`config.mk`:
```
export PLATFORM = sky130hd
export DESIGN_NAME = alu_result_stage
export DESIGN_NICKNAME = d
export VERILOG_FILES = /design/src/rtl/alu_result_stage.sv
export SDC_FILE = /design/constraint.sdc
export NUM_CORES = 1
export LEC_CHECK = 0
export CAP_MARGIN = 20
export CORE_MARGIN = 10
export CORE_UTILIZATION = 40
export CTS_CLUSTER_SIZE = 40
export DETAILED_ROUTE_END_ITERATION = 7
export MAX_ROUTING_LAYER = met4
export PLACE_DENSITY_LB_ADDON = 0.15
export REMOVE_ABC_BUFFERS = 1
export SYNTH_ARGS = -nofsm -noshare
export SYNTH_HDL_FRONTEND = slang
export SYNTH_SLANG_ARGS = --single-unit
```
`constraint.sdc`:
```
create_clock -name clk -period 1.75 [get_ports clk]
set_input_delay 0.2625 -clock clk [delete_from_list [all_inputs] [get_ports clk]]
set_output_delay 0.2625 -clock clk [all_outputs]
set_load 0.1 [all_outputs]
```
`src/rtl/alu_result_stage.sv`:
```
// ALU result stage: two-entry skid buffer between the ALU and register writeback, with NZCV commit.
// Latency: one cycle from input handshake to out_valid when main is empty or committing.
// Backpressure: in_ready is registered (low only while skid holds an entry); outputs hold while !out_ready.
module alu_result_stage #(
    parameter int N = 32
) (
    input  logic         clk,
    input  logic         rst,
    input  logic         in_valid,
    output logic         in_ready,
    input  logic [N-1:0] resultado,
    input  logic [3:0]   flagsResult,
    input  logic [2:0]   ALUControl,
    input  logic         set_flags,
    input  logic [3:0]   rd,
    input  logic         flush,
    output logic         out_valid,
    input  logic         out_ready,
    output logic [N-1:0] out_result,
    output logic [3:0]   out_rd,
    output logic         out_we,
    output logic [3:0]   flags,
    output logic         illegal_op
);

    typedef struct packed {
        logic [N-1:0] result;
        logic [3:0]   nzcv;
        logic [2:0]   op;
        logic         sf;
        logic [3:0]   rd;
    } entry_t;

    localparam logic [2:0] OP_LAST_LEGAL = 3'd5;

    entry_t main_dat;
    entry_t skid_dat;
    entry_t in_dat;
    logic   main_vld;
    logic   skid_vld;
    logic   in_fire;
    logic   out_fire;
    logic   main_legal;

    assign in_dat     = '{result: resultado, nzcv: flagsResult, op: ALUControl,
                          sf: set_flags, rd: rd};
    // skid_vld is a flop, so in_ready is registered and independent of this cycle's handshakes.
    assign in_ready   = ~skid_vld;
    assign in_fire    = in_valid & in_ready;
    assign out_fire   = main_vld & out_ready;
    assign main_legal = (main_dat.op <= OP_LAST_LEGAL);

    assign out_valid  = main_vld;
    assign out_result = main_dat.result;
    assign out_rd     = main_dat.rd;
    assign out_we     = main_vld & main_legal;

    always_ff @(posedge clk) begin
        if (!rst) begin
            main_vld   <= 1'b0;
            skid_vld   <= 1'b0;
            main_dat   <= '0;
            skid_dat   <= '0;
            flags      <= 4'b0000;
            illegal_op <= 1'b0;
        end else if (flush) begin
            main_vld <= 1'b0;
            skid_vld <= 1'b0;
        end else begin
            if (out_fire) begin
                if (main_legal && main_dat.sf)
                    flags <= main_dat.nzcv;
                if (!main_legal)
                    illegal_op <= 1'b1;
                // in_fire cannot coincide with skid_vld, so skid refills main alone.
                if (skid_vld) begin
                    main_dat <= skid_dat;
                    skid_vld <= 1'b0;
                end else if (in_fire) begin
                    main_dat <= in_dat;
                end else begin
                    main_vld <= 1'b0;
                end
            end else if (in_fire) begin
                if (!main_vld) begin
                    main_dat <= in_dat;
                    main_vld <= 1'b1;
                end else begin
                    skid_dat <= in_dat;
                    skid_vld <= 1'b1;
                end
            end
        end
    end

endmodule

```
Yosys cells after proc, flatten, opt, wreduce, memory -nomap -nowiden --
Cells that the tools add are included.
Cells by class: order comparisons 1, equal/unequal tests 3, mux-type cells 9, bitwise gates (word level) 8, reductions and logical operators 11
Operators with widths (number):
- $mux W44 | 5
- $reduce_and A3 Y1 | 3
- $reduce_and A4 Y1 | 2
- $not A1 Y1 | 5
- $mux W1 | 4
- $ne A2 B2 Y1 const B | 2
- $reduce_bool A2 Y1 | 2
- $and A1 B1 Y1 | 3
- $le A3 B3 Y1 const B | 1
- $reduce_or A3 Y1 | 1
- $ne A2 B1 Y1 const B | 1
- $reduce_and A2 Y1 | 1
- $reduce_or A2 Y1 | 1
- $logic_and A1 B1 Y1 | 1
Storage, ports and cells: flip-flop bits (word level) 95, input bits 49, output and inout port bits 44, logic and storage cells 46

Longest topological paths before layout --
word-level depth 5, gate-level depth with buffers 6, gate-level depth less buffers 3

Least setup slack after synthesis --
No wires, ideal clock.
path kind reg-to-output, start point register main_vld (netlist: out_valid), end point output out_we, arrival time 3388 ps, required time 1487 ps, slack -1901 ps, stages on the path, launching flop included 3, buffers on the path 1, cell sequence dfxtp_1 > buf_6 > a21boi_0
On the way: longest elaborated chain between the ends 1
Ends and longest elaborated chain:
- from (decl) | line 39 | logic main_vld;
- from (signal assigned) | line 60 | main_vld <= 1'b0;
- from (signal assigned) | line 67 | main_vld <= 1'b0;
- from (signal assigned) | line 82 | main_vld <= 1'b0;
- $and A1 B1 Y1 | line 56 | assign out_we = main_vld & main_legal;
- to (decl) | line 21 | output logic out_we,
No other way between the ends.

Final worst setup path --
Same ends and word-level chain as after synthesis.

==> tab_implementation.tex <==
\begin{tabular}{lr}
\hline
Metric & Value \\
\hline
\multicolumn{2}{l}{\textbf{Detailed routing}} \\
\quad DRC marker count from the first detailed-route iteration & 254 \\
\quad Routed vias & 3829 \\
\quad Length of routed met2 wiring & 6080 um \\
\quad Met3 WL post-DR & 570 um \\
\quad Routed Wire Length & 12400 um \\
\quad First-pass iteration count of the detailed router & 5 \\
\quad Top routing layer in use & met4 \\
\quad Post-route DRC violation count & 0 \\
\quad Average wire per standard cell & 18.5 um \\
\quad Routed vias/inst & 5.68 \\
\quad Wire length the detailed router placed on met1 & 5680 um \\
\quad Antenna Violating Nets Remaining & 0 \\
\multicolumn{2}{l}{\textbf{Clock network}} \\
\quad Number of buffers inserted to repair setup after CTS & 0 \\
\quad Clock root buffer master & sky130\_fd\_sc\_hd\_\_clkbuf\_8 \\
\quad Clock Latency Late Sink & 360 ps \\
\quad Max H-tree Level & 3 \\
\quad Clock slew seen by the registers of the worst setup and hold paths & 90 ps \\
\quad CTS tree & done \\
\quad CTS Buf Count & 9 \\
\quad Count of clock tree sinks & 93 \\
\quad Maximum buffer depth of the clock tree & 2 \\
\multicolumn{2}{l}{\textbf{Power}} \\
\quad Static power due to leakage & 2.36 nW \\
\quad Power per cell area & 829 nW/um2 \\
\quad Peak supply drop & 0.528 mV \\
\multicolumn{2}{l}{\textbf{Yosys}} \\
\quad Combinational family with the most area after synthesis & compound AO/OA/AOI/OAI gates \\
\quad Ys Warns & 0 \\
\quad Unique masters post-synth & 26 \\
\quad Per-instance average area after synthesis & 9.44 um2 \\
\quad Fraction of the mapped netlist area in compound gates & 29.4\% \\
\quad Share of the yosys chip area belonging to registers & 41.6\% \\
\quad Synth Area in Adders & 0\% \\
\quad Synth Area in Simple Gates & 6.85\% \\
\quad Total standard cell area after synthesis & 4470 um2 \\
\quad Parity-gate share of the synthesized area counting xor and xnor cells & 0\% \\
\quad Number of cells produced by synthesis & 474 \\
\quad Post-synthesis cell type with the largest combined area & sky130\_fd\_sc\_hd\_\_dfxtp\_1 \\
\quad Seq cells post-synth & 93 \\
\quad Share of the synthesized area in the top cell type & 41.6\% \\
\quad Largest cells by area after synthesis & sky130\_fd\_sc\_hd\_\_dfxtp\_1, sky130\_fd\_sc\_hd\_\_a211oi\_2, sky130\_fd\_sc\_hd\_\_mux2i\_1 \\
\quad Proportion of synthesized area in mux cells & 9.96\% \\
\multicolumn{2}{l}{\textbf{Die}} \\
\quad Core footprint & 10900 um2 \\
\quad Initial cell density of the core & 41.1\% \\
\quad Overall die width & 126 um \\
\quad I/O pin count & 93 \\
\quad Die area & 15800 um2 \\
\quad Row cnt & 38 \\
\quad Height of the die & 126 um \\
\multicolumn{2}{l}{\textbf{Finish}} \\
\quad Inserted Diodes & 0 \\
\quad Layout overhead on the synthesized area & 34.8\% \\
\quad Share of post-route cells with drive strength above 1 & 27.9\% \\
\quad Core occupancy in the finished layout & 55.4\% \\
\quad Number of fill cells in the layout & 956 \\
\quad Net count reported at finish & 578 \\
\multicolumn{2}{l}{\textbf{Global route}} \\
\quad Global-route wire length before repair & 20700 um \\
\quad Via count of the first global-routing pass & 4032 \\
\quad Grt ovf & 0 \\
\quad Pin count of the biggest net entering global routing & 42 \\
\quad Initial antenna violation count & 0 \\
\quad Overall track demand over capacity in global routing & 16.0\% \\
\multicolumn{2}{l}{\textbf{Worst setup path}} \\
\quad Critical path origin & out\_valid\$\_SDFFE\_PP0P\_ \\
\quad Source of the worst register-to-register timing path & skid\_vld\$\_SDFFE\_PP0P\_ \\
\quad Flop-to-flop setup slack & 220 ps \\
\quad CP Data Required Time & 1490 ps \\
\quad Kind of critical path & reg2out \\
\quad Critical path endpoint category & output pin \\
\quad Data arrival time of the worst path & 1370 ps \\
\quad Peak fanout along the critical path & 6 \\
\quad Type of element launching the critical path & register \\
\multicolumn{2}{l}{\textbf{STA}} \\
\quad Fmax achieved & 0.612 GHz \\
\quad Final setup TNS & 0 ps \\
\quad Max\_slew headroom & 73.8\% \\
\quad Hold violation count in the final report & 0 \\
\quad Final slew viol count & 0 \\
\quad Number of setup violations in the final report & 0 \\
\quad Min Clock Period, post-route & 1630 ps \\
\quad Tcrit/Tclk final & 93.3\% \\
\quad RSZ-0062 raised after global routing & false \\
\quad Worst Tran Pin Value & 390 ps \\
\quad Post-Route Skew & 8.05 ps \\
\multicolumn{2}{l}{\textbf{Job}} \\
\quad Number of maximum-capacitance violations & 0 \\
\multicolumn{2}{l}{\textbf{Placed design}} \\
\quad Gp weighted congestion & 0.770 \\
\quad Port Buf Inserts & 91 \\
\quad Post-detail-place hpwl & 8530 um \\
\multicolumn{2}{l}{\textbf{Worst hold path}} \\
\quad Startpoint of the lowest-slack hold path & main\_dat[11]\$\_SDFFE\_PN0P\_ \\
\quad Path category of the worst min-delay check & reg2reg \\
\multicolumn{2}{l}{\textbf{Run status}} \\
\quad Outcome & completed \\
\hline
\end{tabular}
## registers in the layout (all words and copies together) (netlist names)
register,cells
flags,4
out_result,32
skid_dat,43
skid_vld,1
out_valid,1
out_rd,4
main_dat,7
illegal_op,1
## metal layers
| metal | vias to the layer above | global-route usage (%) |
|---|---|---|
| met2 | 112 | 26.0 |
| met4 | 0 | 4.15 |
| met5 | - | - |
| met1 | 1877 | 20.0 |
| li1 | 1831 | - |
| met3 | 9 | 3.02 |
## stage by stage
step | instances | worst slack [ps] | hold slack [ps] | total power, mW | cell area (um2)
floorplan | 386 | -2920 | 362 | 3.00 | 3950
global placement | 658 | -59.6 | 458 | 3.57 | 5830
detailed placement | 658 | -163 | 465 | 3.59 | 5830
CTS | 674 | 3.78 | 470 | 5.05 | 6030
global route | 674 | 40.9 | 492 | 5.19 | 6030
finish | 674 | 117 | 472 | 5.00 | 6030
## worst max-delay path, cell delays in order, from the launching register on
cell	delay, ps
sky130_fd_sc_hd__dfxtp_1	480
sky130_fd_sc_hd__a21boi_1	310
sky130_fd_sc_hd__buf_12	210
## path summary, 6_finish.rpt
check / to / cells after the start
max: out_we / 2
min: flags[3]$_SDFFE_PN0P_ / 2
min reg2reg: flags[3]$_SDFFE_PN0P_ / 2
max reg2reg: out_result[30]$_SDFFE_PN0P_ / 4
## cells in the final DEF (no fill, tap or decap), types with 2 or more instances in the layout
master,n
sky130_fd_sc_hd__dfxtp_1,93
sky130_fd_sc_hd__clkinv_2,2
sky130_fd_sc_hd__mux2i_1,43
sky130_fd_sc_hd__a211oi_1,4
sky130_fd_sc_hd__a21oi_1,49
sky130_fd_sc_hd__nand2_1,2
sky130_fd_sc_hd__clkdlybuf4s50_1,47
sky130_fd_sc_hd__o21ai_0,48
sky130_fd_sc_hd__nand3_1,47
sky130_fd_sc_hd__clkinv_4,2
sky130_fd_sc_hd__a211oi_2,40
sky130_fd_sc_hd__a31oi_1,44
sky130_fd_sc_hd__buf_12,45
sky130_fd_sc_hd__inv_1,2
sky130_fd_sc_hd__clkbuf_8,10
sky130_fd_sc_hd__buf_4,40
## layout make-up
type                            instances  area, um2  area share, %
Inverter                                4       16.3          0.270
Clock inverter                          5       60.1          0.996
Tap cell                              140        175           2.91
Clock buffer                           11        141           2.34
Timing Repair Buffer                  132       1670           27.7
Multi-Input combinational cell        289       2100           34.9
Sequential cell                        93       1860           30.9
## synth_stat cells
cell type / number
sky130_fd_sc_hd__dfxtp_1: 93
sky130_fd_sc_hd__a21oi_1: 49
sky130_fd_sc_hd__nand3_1: 48
sky130_fd_sc_hd__o21ai_0: 48
sky130_fd_sc_hd__a31oi_1: 44
sky130_fd_sc_hd__mux2i_1: 43
sky130_fd_sc_hd__a211oi_2: 40
sky130_fd_sc_hd__buf_4: 37
sky130_fd_sc_hd__clkbuf_1: 31
sky130_fd_sc_hd__buf_2: 11
sky130_fd_sc_hd__buf_6: 6
sky130_fd_sc_hd__a211oi_1: 4
sky130_fd_sc_hd__buf_1: 3
sky130_fd_sc_hd__a21boi_0: 2
sky130_fd_sc_hd__inv_1: 2
sky130_fd_sc_hd__inv_2: 2
sky130_fd_sc_hd__nand2_1: 2
sky130_fd_sc_hd__a21bo_2: 1
sky130_fd_sc_hd__and3_4: 1
sky130_fd_sc_hd__and3b_1: 1
sky130_fd_sc_hd__mux2_4: 1
sky130_fd_sc_hd__nand2b_1: 1
sky130_fd_sc_hd__nand3b_1: 1
sky130_fd_sc_hd__nand4bb_1: 1
sky130_fd_sc_hd__nor2_1: 1
sky130_fd_sc_hd__nor4bb_1: 1
## what timing repair did
item                                   CTS  global route
gates resized for setup                  0             1
setup endpoints to repair                0             1
hold buffers                             0             0
endpoints found under the hold margin    0             0
## cell families after synthesis
group                  Yosys count
DFF                             93
AOI/OAI and AO/OA              188
muxes                           44
buffers and inverters           92
and+or+nand+nor                 57
## power by group
part	internal, mW	total, mW	switching [mW]
sequential	2.19	2.27	0.0796
clock	0.703	1.47	0.763
combinational	0.493	1.26	0.765
Power figures use the tool's default switching activity.
